===== src/rtl/i2c_pkg.sv =====
// Shared types and constants for the I2C slave read-path controller.
// Holds the FSM state encoding, the SDA selector codes and the state-to-selector mapping.
package i2c_pkg;

  typedef enum logic [3:0] {
    IDLE      = 4'd0,
    RX_ADDR   = 4'd1,
    ACK_WAIT  = 4'd2,
    NACK_WAIT = 4'd3,
    DRV_ACK   = 4'd4,
    DRV_NACK  = 4'd5,
    LOAD      = 4'd6,
    TX_BIT    = 4'd7,
    MACK      = 4'd8,
    MACK_DONE = 4'd9
  } state_t;

  localparam logic [1:0] SDA_IDLE = 2'b00;
  localparam logic [1:0] SDA_ACK  = 2'b01;
  localparam logic [1:0] SDA_NACK = 2'b10;
  localparam logic [1:0] SDA_TX   = 2'b11;

  localparam logic [6:0] DEF_SLV_ADDR = 7'b1111000;

  // LOAD keeps SDA released so the stale shift register never reaches the bus.
  function automatic logic [1:0] sda_mode_of(input state_t s);
    logic [1:0] m;
    m = SDA_IDLE;
    case (s)
      DRV_ACK:  m = SDA_ACK;
      DRV_NACK: m = SDA_NACK;
      TX_BIT:   m = SDA_TX;
      default:  m = SDA_IDLE;
    endcase
    return m;
  endfunction

endpackage


===== src/rtl/tx_sr.sv =====
// 8-bit transmit shift register: parallel load, shift left with 1-fill, MSB drives tx_out.
// Load has priority over shift; both strobes come from the controller FSM.
module tx_sr (
  input  logic       clk,
  input  logic       n_rst,
  input  logic       load,
  input  logic       shift,
  input  logic [7:0] load_data,
  output logic       tx_out
);

  logic [7:0] sr;

  always_ff @(posedge clk or negedge n_rst) begin
    if (!n_rst) begin
      sr <= 8'hFF;
    end else if (load) begin
      sr <= load_data;
    end else if (shift) begin
      sr <= {sr[6:0], 1'b1};
    end
  end

  assign tx_out = sr[7];

endmodule


===== src/rtl/i2c_tx_ctrl.sv =====
// I2C slave read-path controller: matches the address after START, drives ACK/NACK,
// shifts TX FIFO bytes out MSB-first and samples the master's ACK after each byte.
module i2c_tx_ctrl
  import i2c_pkg::*;
#(
  parameter logic [6:0] SLV_ADDR = DEF_SLV_ADDR
) (
  input  logic       clk,
  input  logic       n_rst,
  input  logic       start_found,
  input  logic       stop_found,
  input  logic       scl_rise,
  input  logic       scl_fall,
  input  logic       byte_received,
  input  logic [7:0] rx_data,
  input  logic       sda_in,
  input  logic [7:0] tx_data,
  input  logic       tx_empty,
  output logic [1:0] sda_mode,
  output logic       tx_out,
  output logic       rx_enable,
  output logic       tx_read,
  output state_t     state_dbg
);

  state_t     state;
  state_t     next_state;
  logic [2:0] bit_cnt;
  logic       addr_hit;
  logic       sr_load;
  logic       sr_shift;
  logic [7:0] sr_data;

  assign addr_hit  = (rx_data[7:1] == SLV_ADDR) && rx_data[0];
  assign state_dbg = state;

  // STOP beats START, and both beat every state-local transition.
  always_comb begin
    next_state = state;
    if (stop_found) begin
      next_state = IDLE;
    end else if (start_found) begin
      next_state = RX_ADDR;
    end else begin
      case (state)
        IDLE:      next_state = IDLE;
        RX_ADDR:   if (byte_received) next_state = addr_hit ? ACK_WAIT : NACK_WAIT;
        ACK_WAIT:  if (scl_fall) next_state = DRV_ACK;
        NACK_WAIT: if (scl_fall) next_state = DRV_NACK;
        DRV_ACK:   if (scl_fall) next_state = LOAD;
        DRV_NACK:  if (scl_fall) next_state = IDLE;
        LOAD:      next_state = TX_BIT;
        TX_BIT:    if (scl_fall && (bit_cnt == 3'd7)) next_state = MACK;
        MACK:      if (scl_rise) next_state = sda_in ? IDLE : MACK_DONE;
        MACK_DONE: if (scl_fall) next_state = LOAD;
        default:   next_state = IDLE;
      endcase
    end
  end

  // FIFO pop contract: tx_read is a single-cycle pulse, high only while in LOAD and only
  // when the FIFO was non-empty; the byte popped is exactly the one loaded into the shifter.
  assign sr_load  = (state == LOAD);
  assign sr_data  = tx_read ? tx_data : 8'hFF;
  assign sr_shift = (state == TX_BIT) && (next_state == TX_BIT) && scl_fall;

  always_ff @(posedge clk or negedge n_rst) begin
    if (!n_rst) begin
      state     <= IDLE;
      sda_mode  <= SDA_IDLE;
      rx_enable <= 1'b0;
      tx_read   <= 1'b0;
      bit_cnt   <= 3'd0;
    end else begin
      state     <= next_state;
      sda_mode  <= sda_mode_of(next_state);
      rx_enable <= (next_state == RX_ADDR);
      tx_read   <= (next_state == LOAD) && !tx_empty;
      if (sr_load) begin
        bit_cnt <= 3'd0;
      end else if (sr_shift) begin
        bit_cnt <= bit_cnt + 3'd1;
      end
    end
  end

  tx_sr u_tx_sr (
    .clk       (clk),
    .n_rst     (n_rst),
    .load      (sr_load),
    .shift     (sr_shift),
    .load_data (sr_data),
    .tx_out    (tx_out)
  );

endmodule

===== config.mk =====
export PLATFORM = sky130hd
export DESIGN_NAME = i2c_tx_ctrl
export DESIGN_NICKNAME = d
export VERILOG_FILES = /design/src/rtl/i2c_pkg.sv /design/src/rtl/tx_sr.sv /design/src/rtl/i2c_tx_ctrl.sv
export SDC_FILE = /design/constraint.sdc
export NUM_CORES = 1
export LEC_CHECK = 0
export CAP_MARGIN = 20
export CORE_ASPECT_RATIO = 1.2
export CORE_MARGIN = 3
export CORE_UTILIZATION = 46
export CTS_CLUSTER_DIAMETER = 50
export CTS_CLUSTER_SIZE = 30
export DETAILED_ROUTE_END_ITERATION = 8
export GPL_TIMING_DRIVEN = 0
export PLACE_DENSITY = 0.82
export SLEW_MARGIN = 0
export SYNTH_ARGS = -nofsm -noshare
export SYNTH_HDL_FRONTEND = slang
export SYNTH_SLANG_ARGS = --single-unit

===== constraint.sdc =====
create_clock -name clk -period 2.2 [get_ports clk]
set_input_delay 0.44 -clock clk [delete_from_list [all_inputs] [get_ports clk]]
set_output_delay 0.44 -clock clk [all_outputs]
set_load 0.02 [all_outputs]

# --- After elaboration in Yosys (flattened, before gate mapping) ---
# Cells that the tools add are included.
word_totals:
  ff_bits: 19
  in_bits: 25
  out_inout_bits: 9
  word_cells: 49
op_classes:
  n_addsub: 1
  n_eq_ne: 16
  n_mux: 18
  reduce_logical: 8
op_table:
  columns: ["cell", "n"]
  rows:
  - ["4-bit two-way mux", 10]
  - ["4-bit by 3-bit == test with 1-bit output (second input constant)", 8]
  - ["4-bit case mux with 8 select lines", 1]
  - ["8-bit two-way mux", 3]
  - ["4-bit by 1-bit == test with 1-bit output (second input constant)", 2]
  - ["4-bit by 2-bit == test with 1-bit output (second input constant)", 2]
  - ["4-bit == test (second input constant)", 2]
  - ["7-bit == test (second input constant)", 1]
  - ["3-bit two-way mux", 2]
  - ["2-bit case mux with 3 select lines", 1]
  - ["1-bit logical AND", 5]
  - ["3-bit by 1-bit adder with 3-bit output (second input constant)", 1]
  - ["3-bit == test (second input constant)", 1]
  - ["2-bit nonzero test", 1]
  - ["2-bit OR reduction", 1]
  - ["1-bit logical NOT", 1]
  - ["1-bit two-way mux", 1]

# --- Logic depth before layout (Yosys ltp) ---
logic_depth:
  word_depth: 12
  mapped_depth: 7
  mapped_depth_nobuf: 7

# --- Hierarchy ---
# From an unflattened synthesis, not the netlist that was laid out.
hier_totals:
  cells_unflattened: 125
  hier_area_um2: 1187.4
by_module_without_submodules:
  columns: ["module", "n_inst", "cells_per_inst", "area_each_um2", "seq_area_each_um2"]
  rows:
  - ["i2c_tx_ctrl", 1, 91, 810.8, 275.3]
  - ["tx_sr", 1, 34, 376.6, 210.2]

# --- Least setup slack after synthesis ---
# No wires, ideal clock.
synth_timing:
  kind: "flip-flop to flip-flop"
  startpoint: "reg state[3], in the netlist state_dbg[3]"
  endpoint: "reg bit_cnt[1]"
  setup_time_ps: 129
  arrival_ps: 1782
  required_time_ps: 2071
  path_slack_ps: 290
  path_stages_with_launch: 8
  path_buffers: 2
  period_less_slack_ps: 1910
  cell_sequence: "dfrtp_1 > buf_6 > nor4_1 > a2111oi_4 > nand2_1 > buf_4 > mux2i_1 > nor2_1"
synth_via:
  elab_chain_cells: 9
  elab_cells_between_ends: 25
  classes_between: "eq/ne (10); mux (11); reduce/logical (4)"
synth_rtl:
  columns: ["item", "line_no", "source"]
  rows:
  - ["from (decl)", "i2c_tx_ctrl.sv:26", "state_t state;"]
  - ["from (signal assigned)", "i2c_tx_ctrl.sv:75", "state <= next_state;"]
  - ["4-bit == test or 4-bit by 3-bit == test with 1-bit output (tied branches)", "i2c_tx_ctrl.sv:45", "case (state)"]
  - ["2-bit OR reduction (no source line)", null, null]
  - ["4-bit case mux with 8 select lines", "i2c_tx_ctrl.sv:45", null]
  - ["4-bit two-way mux", "i2c_tx_ctrl.sv:42", "end else if (start_found) begin"]
  - ["4-bit two-way mux", "i2c_tx_ctrl.sv:40", "if (stop_found) begin"]
  - ["4-bit by 3-bit == test with 1-bit output", "i2c_tx_ctrl.sv:65", "assign sr_shift = (state == TX_BIT) && (next_state == TX_BIT) && scl_fall;"]
  - ["1-bit logical AND (2 in series)", "i2c_tx_ctrl.sv:65", null]
  - ["2-bit nonzero test (no source line)", null, null]
  - ["to (signal assigned)", "i2c_tx_ctrl.sv:82", "bit_cnt <= bit_cnt + 3'd1;"]
  - ["to (decl)", "i2c_tx_ctrl.sv:28", "logic [2:0] bit_cnt;"]
# Several ways; a longest one is shown, not always the timed one.
# A chain may end at the register's enable or synchronous reset.

# --- Worst setup path in the final report ---
layout_timing:
  startpoint: "reg state[1], in the netlist state_dbg[1]"
  endpoint: "reg u_tx_sr.sr[4]"
layout_via:
  elab_chain_cells: 9
  elab_cells_between_ends: 25
  classes_between: "eq/ne (10); mux (11); reduce/logical (4)"
layout_rtl:
  columns: ["item", "line_no", "source"]
  rows:
  - ["4-bit == test or 4-bit by 3-bit == test with 1-bit output (tied branches)", "i2c_tx_ctrl.sv:45", null]
  - ["2-bit OR reduction (no source line)", null, null]
  - ["4-bit case mux with 8 select lines", "i2c_tx_ctrl.sv:45", null]
  - ["4-bit two-way mux", "i2c_tx_ctrl.sv:42", null]
  - ["4-bit two-way mux", "i2c_tx_ctrl.sv:40", null]
  - ["4-bit by 3-bit == test with 1-bit output", "i2c_tx_ctrl.sv:65", null]
  - ["1-bit logical AND (2 in series)", "i2c_tx_ctrl.sv:65", null]
  - ["2-bit nonzero test (no source line)", null, null]
  - ["to (signal assigned)", "tx_sr.sv:18", "sr <= load_data;"]
  - ["to (signal assigned)", "tx_sr.sv:20", "sr <= {sr[6:0], 1'b1};"]
  - ["to (decl)", "tx_sr.sv:12", "logic [7:0] sr;"]
# Several ways; a longest one is shown, not always the timed one.

==> results.sh <==
export IMPL_stdcell_count=173
export IMPL_core_area_um2=2310
export IMPL_p_int_uw=468
export IMPL_crit_path_max_incr_delay_ns=0.53
export IMPL_path_buf_inv=1
export IMPL_routed_wirelength_mm=2.40
export IMPL_p_leak_nw=0.638
export IMPL_rows=19
export IMPL_clock_sinks=19
export IMPL_wl_met2_mm=1.33
export IMPL_post_cts_buffers=0
export IMPL_crit_fanout=10
export IMPL_ir_drop_v=0.000424
export IMPL_die_y_um=60.3
export IMPL_yosys_register_bits=19
export IMPL_post_cts_resized=0
export IMPL_track_usage_pct=16.8
export IMPL_r2r_worst_path_cells=6
export IMPL_final_cell_area_um2=1530
export IMPL_crit_family="compound AO/OA/AOI/OAI gates"
export IMPL_clk_insertion_delay_late_ns=0.29
export IMPL_grt_first_pass_wirelength_mm=4.04
export IMPL_layout_drive_gt1_share_pct=16.9
export IMPL_synth_fa_ha_area_share_pct=2.22
export IMPL_fp_dieW_um=51.2
export IMPL_async_reset_ff_share_pct=100
export IMPL_combPwrFrac_pct=12.7
export IMPL_drt_iter0_drc=14
export IMPL_first_global_vias=981
export IMPL_cts_tree="built"
export IMPL_synthCells=105
export IMPL_hold_class="reg2reg"
export IMPL_synth_edff_count=0
export IMPL_rrSetupSlack_ns=0.14
export IMPL_synth_area_top_cells="dfrtp_1 (24%), dfstp_2 (19%), mux2i_1 (8.9%), nor3b_1 (6.7%), a21oi_1 (4.9%)"
export IMPL_dp_cells=169
export IMPL_p_clk_share_pct=28.4
export IMPL_post_dp_hpwl_mm=1.87
export IMPL_cp_cell_sequence="or2_1, a2111oi_4, nand2_1, buf_4, mux2i_1, a21oi_1"
export IMPL_syn_to_final_growth_pct=35.7
export IMPL_powerDensity_nw_per_um2=391
export IMPL_synth_cell_types=38
export IMPL_synth_top_area_share_pct=24.4
export IMPL_initial_core_util_pct=48.9
export IMPL_dpl_cell_area_um2=1500
export IMPL_end_kind="flop"
export IMPL_portBuffers=33
export IMPL_outcome="complete, no violations"
export IMPL_synth_xor_area_share_pct=0.776
export IMPL_synth_top_family_by_area="simple AND/OR/NAND/NOR gates"
export IMPL_slew_headroom_pct=47.4
export IMPL_worst_path_max_delay_cell="a2111oi_4"
export IMPL_hold_buffers=0
export IMPL_vias_per_cell=5.58
export IMPL_syn_nets=132
export IMPL_synthSimpleGateAreaFrac_pct=23.4
export IMPL_setup_viol=0
export IMPL_num_vias=966
export IMPL_fin_crit_sh_pct=93.5
export IMPL_synthTopCellsByCount="a21oi_1 (11), dfrtp_1 (11), mux2i_1 (10), nor3b_1 (10), dfstp_2 (8)"
export IMPL_dr_pass1_iters=4
export IMPL_drc=0
export IMPL_wl_per_cell_um=13.9
export IMPL_seqPwrFrac_pct=58.9
export IMPL_crit_required_ns=2.43
export IMPL_numCtsBuffers=3
export IMPL_gp_congestion=0.798
export IMPL_power_total_uw=599
export IMPL_worstMarginPinSlew_ns=0.786
export IMPL_highest_layer="met4"
export IMPL_synth_mux_area_share_pct=8.87
export IMPL_clk_pin_slew_worst_paths_ns=0.10
export IMPL_crit_type="reg2reg"
export IMPL_clock_skew_ns=0.00208
export IMPL_gr_total_overflow=0
export IMPL_die_area_um2=3090
export IMPL_ctsLongestPathBuffers=2
export IMPL_synth_area_um2=1130
export IMPL_diodes=0
export IMPL_r2r_end="u_tx_sr.sr[4]$_DFFE_PN1P_"
export IMPL_timing_rr_start="state_dbg[1]$_DFF_PN0_"
export IMPL_ys_flop_type="dfrtp_1"
export IMPL_p_switching_uw=131
export IMPL_hp_start="bit_cnt[1]$_DFFE_PN0P_"
export IMPL_rsz0062_at_grt="no"
export IMPL_finalCriticalPeriod_ns=2.06
export IMPL_yosys_warnings=0
export IMPL_synth_compound_area_share_pct=17.2
export IMPL_grt_max_degree=20
export IMPL_final_antenna_net_count=0
export IMPL_synth_avg_cell_area_um2=10.7
export IMPL_antenna_found_initial=0
export IMPL_hold_viol_final=0
export IMPL_switching_share_pct=21.9
export IMPL_wl_met3_um=154
export IMPL_wl_met1_um=887
export IMPL_startpoint_type="flop"
export IMPL_fmax_mhz=486
export IMPL_seq_area_frac_synth_pct=43.0
export IMPL_synth_top_area_cell="dfrtp_1"
export IMPL_cts_root_buffer="clkbuf_4"
export IMPL_htreeDepth=1
export IMPL_slew_viol_final=0
export IMPL_whs_endpoint="bit_cnt[1]$_DFFE_PN0P_"
export IMPL_nNetsFinal=170
export IMPL_holdPathStages=2
export IMPL_max_cap_violations=0
export IMPL_critPathArrivalTime_ns=2.29
export IMPL_pin_count=34
cell families (layout without fill, tap and decap cells):
group           Yosys count  after routing
mux                      10             10
fa+ha+maj                 2              2
flops                    19             19
buf+inv                   8             45
compound gates           24             24
xor+xnor                  1              1
simple gates             41             41
sequential cells by signal (all words and copies together) (netlist names):
signal and cells:
tx_read 1, sda_mode 2, u_tx_sr.sr 8, state_dbg 4
bit_cnt 3, rx_enable 1
how the worst max path moves through the flow:
stage,start,to,slack [ns],depth (start not counted)
CTS,state_dbg[1]$_DFF_PN0_,u_tx_sr.sr[5]$_DFFE_PN1P_,0.15,6
global route,state_dbg[1]$_DFF_PN0_,u_tx_sr.sr[4]$_DFFE_PN1P_,0.008,6
floorplan,state_dbg[3]$_DFF_PN0_,bit_cnt[1]$_DFFE_PN0P_,0.29,7
global placement,byte_received,tx_read$_DFF_PN0_,0.01,6
finish,state_dbg[1]$_DFF_PN0_,u_tx_sr.sr[4]$_DFFE_PN1P_,0.14,6
detailed placement,byte_received,sda_mode[0]$_DFF_PN0_,-0.005,6
cells in the final DEF (no fill, tap or decap), types with 2 or more instances in the layout:
cell              n
clkdlybuf4s50_1  33
a21oi_1          11
dfrtp_1          11
nor3b_1          10
mux2i_1          10
dfstp_2           8
nor2_1            6
nand2_1           5
nand3b_1          3
o22ai_1           3
nand2b_1          3
clkbuf_4          3
buf_2             2
buf_6             2
or3b_1            2
and2_1            2
nor3_1            2
clkbuf_1          2
ha_1              2
per-layer routing:
layer  global-route usage, %  vias to the layer above
met5                       0                        -
li1                        -                      460
met4                    5.62                        0
met3                    2.99                        5
met1                    18.0                      470
met2                    32.6                       31
power groups by stage:
stage	Sequential [mW]	Combinational (mW)	Clock (mW)
global route	0.353	0.0817	0.186
finish	0.352	0.0763	0.170
global placement	0.358	0.0747	0
CTS	0.352	0.0769	0.173
detailed placement	0.358	0.0767	0
floorplan	0.360	0.0160	0
tightest hold or removal path, cell delays in order, from the launching register on:
cell and delay, ns:
dfrtp_1 0.36, mux2i_1 0.07, nor2_1 0.08
area by class of cell:
cell class	count	area, um^2
fillers	193	774
repair buffers	33	330
clock inverters	1	5.00
well taps	31	38.8
flip-flops and latches	19	485
clock buffers	3	22.5
plain buffers	7	47.5
multi-input cells	78	598
inverters	1	3.75
stage by stage:
stage	setup TNS [ns]	util, %	setup WS, ns	hold WS, ns
after detailed placement	-0.00479	64.9	-0.00479	0.521
after CTS	0	66.1	0.150	0.544
after global routing	0	66.4	0.00806	0.569
after floorplan	0	-	0.290	0.144
final	0	66.4	0.143	0.539
after global placement	0	64.9	0.0133	0.511
Note: power is estimated with default switching activity, not from simulation.
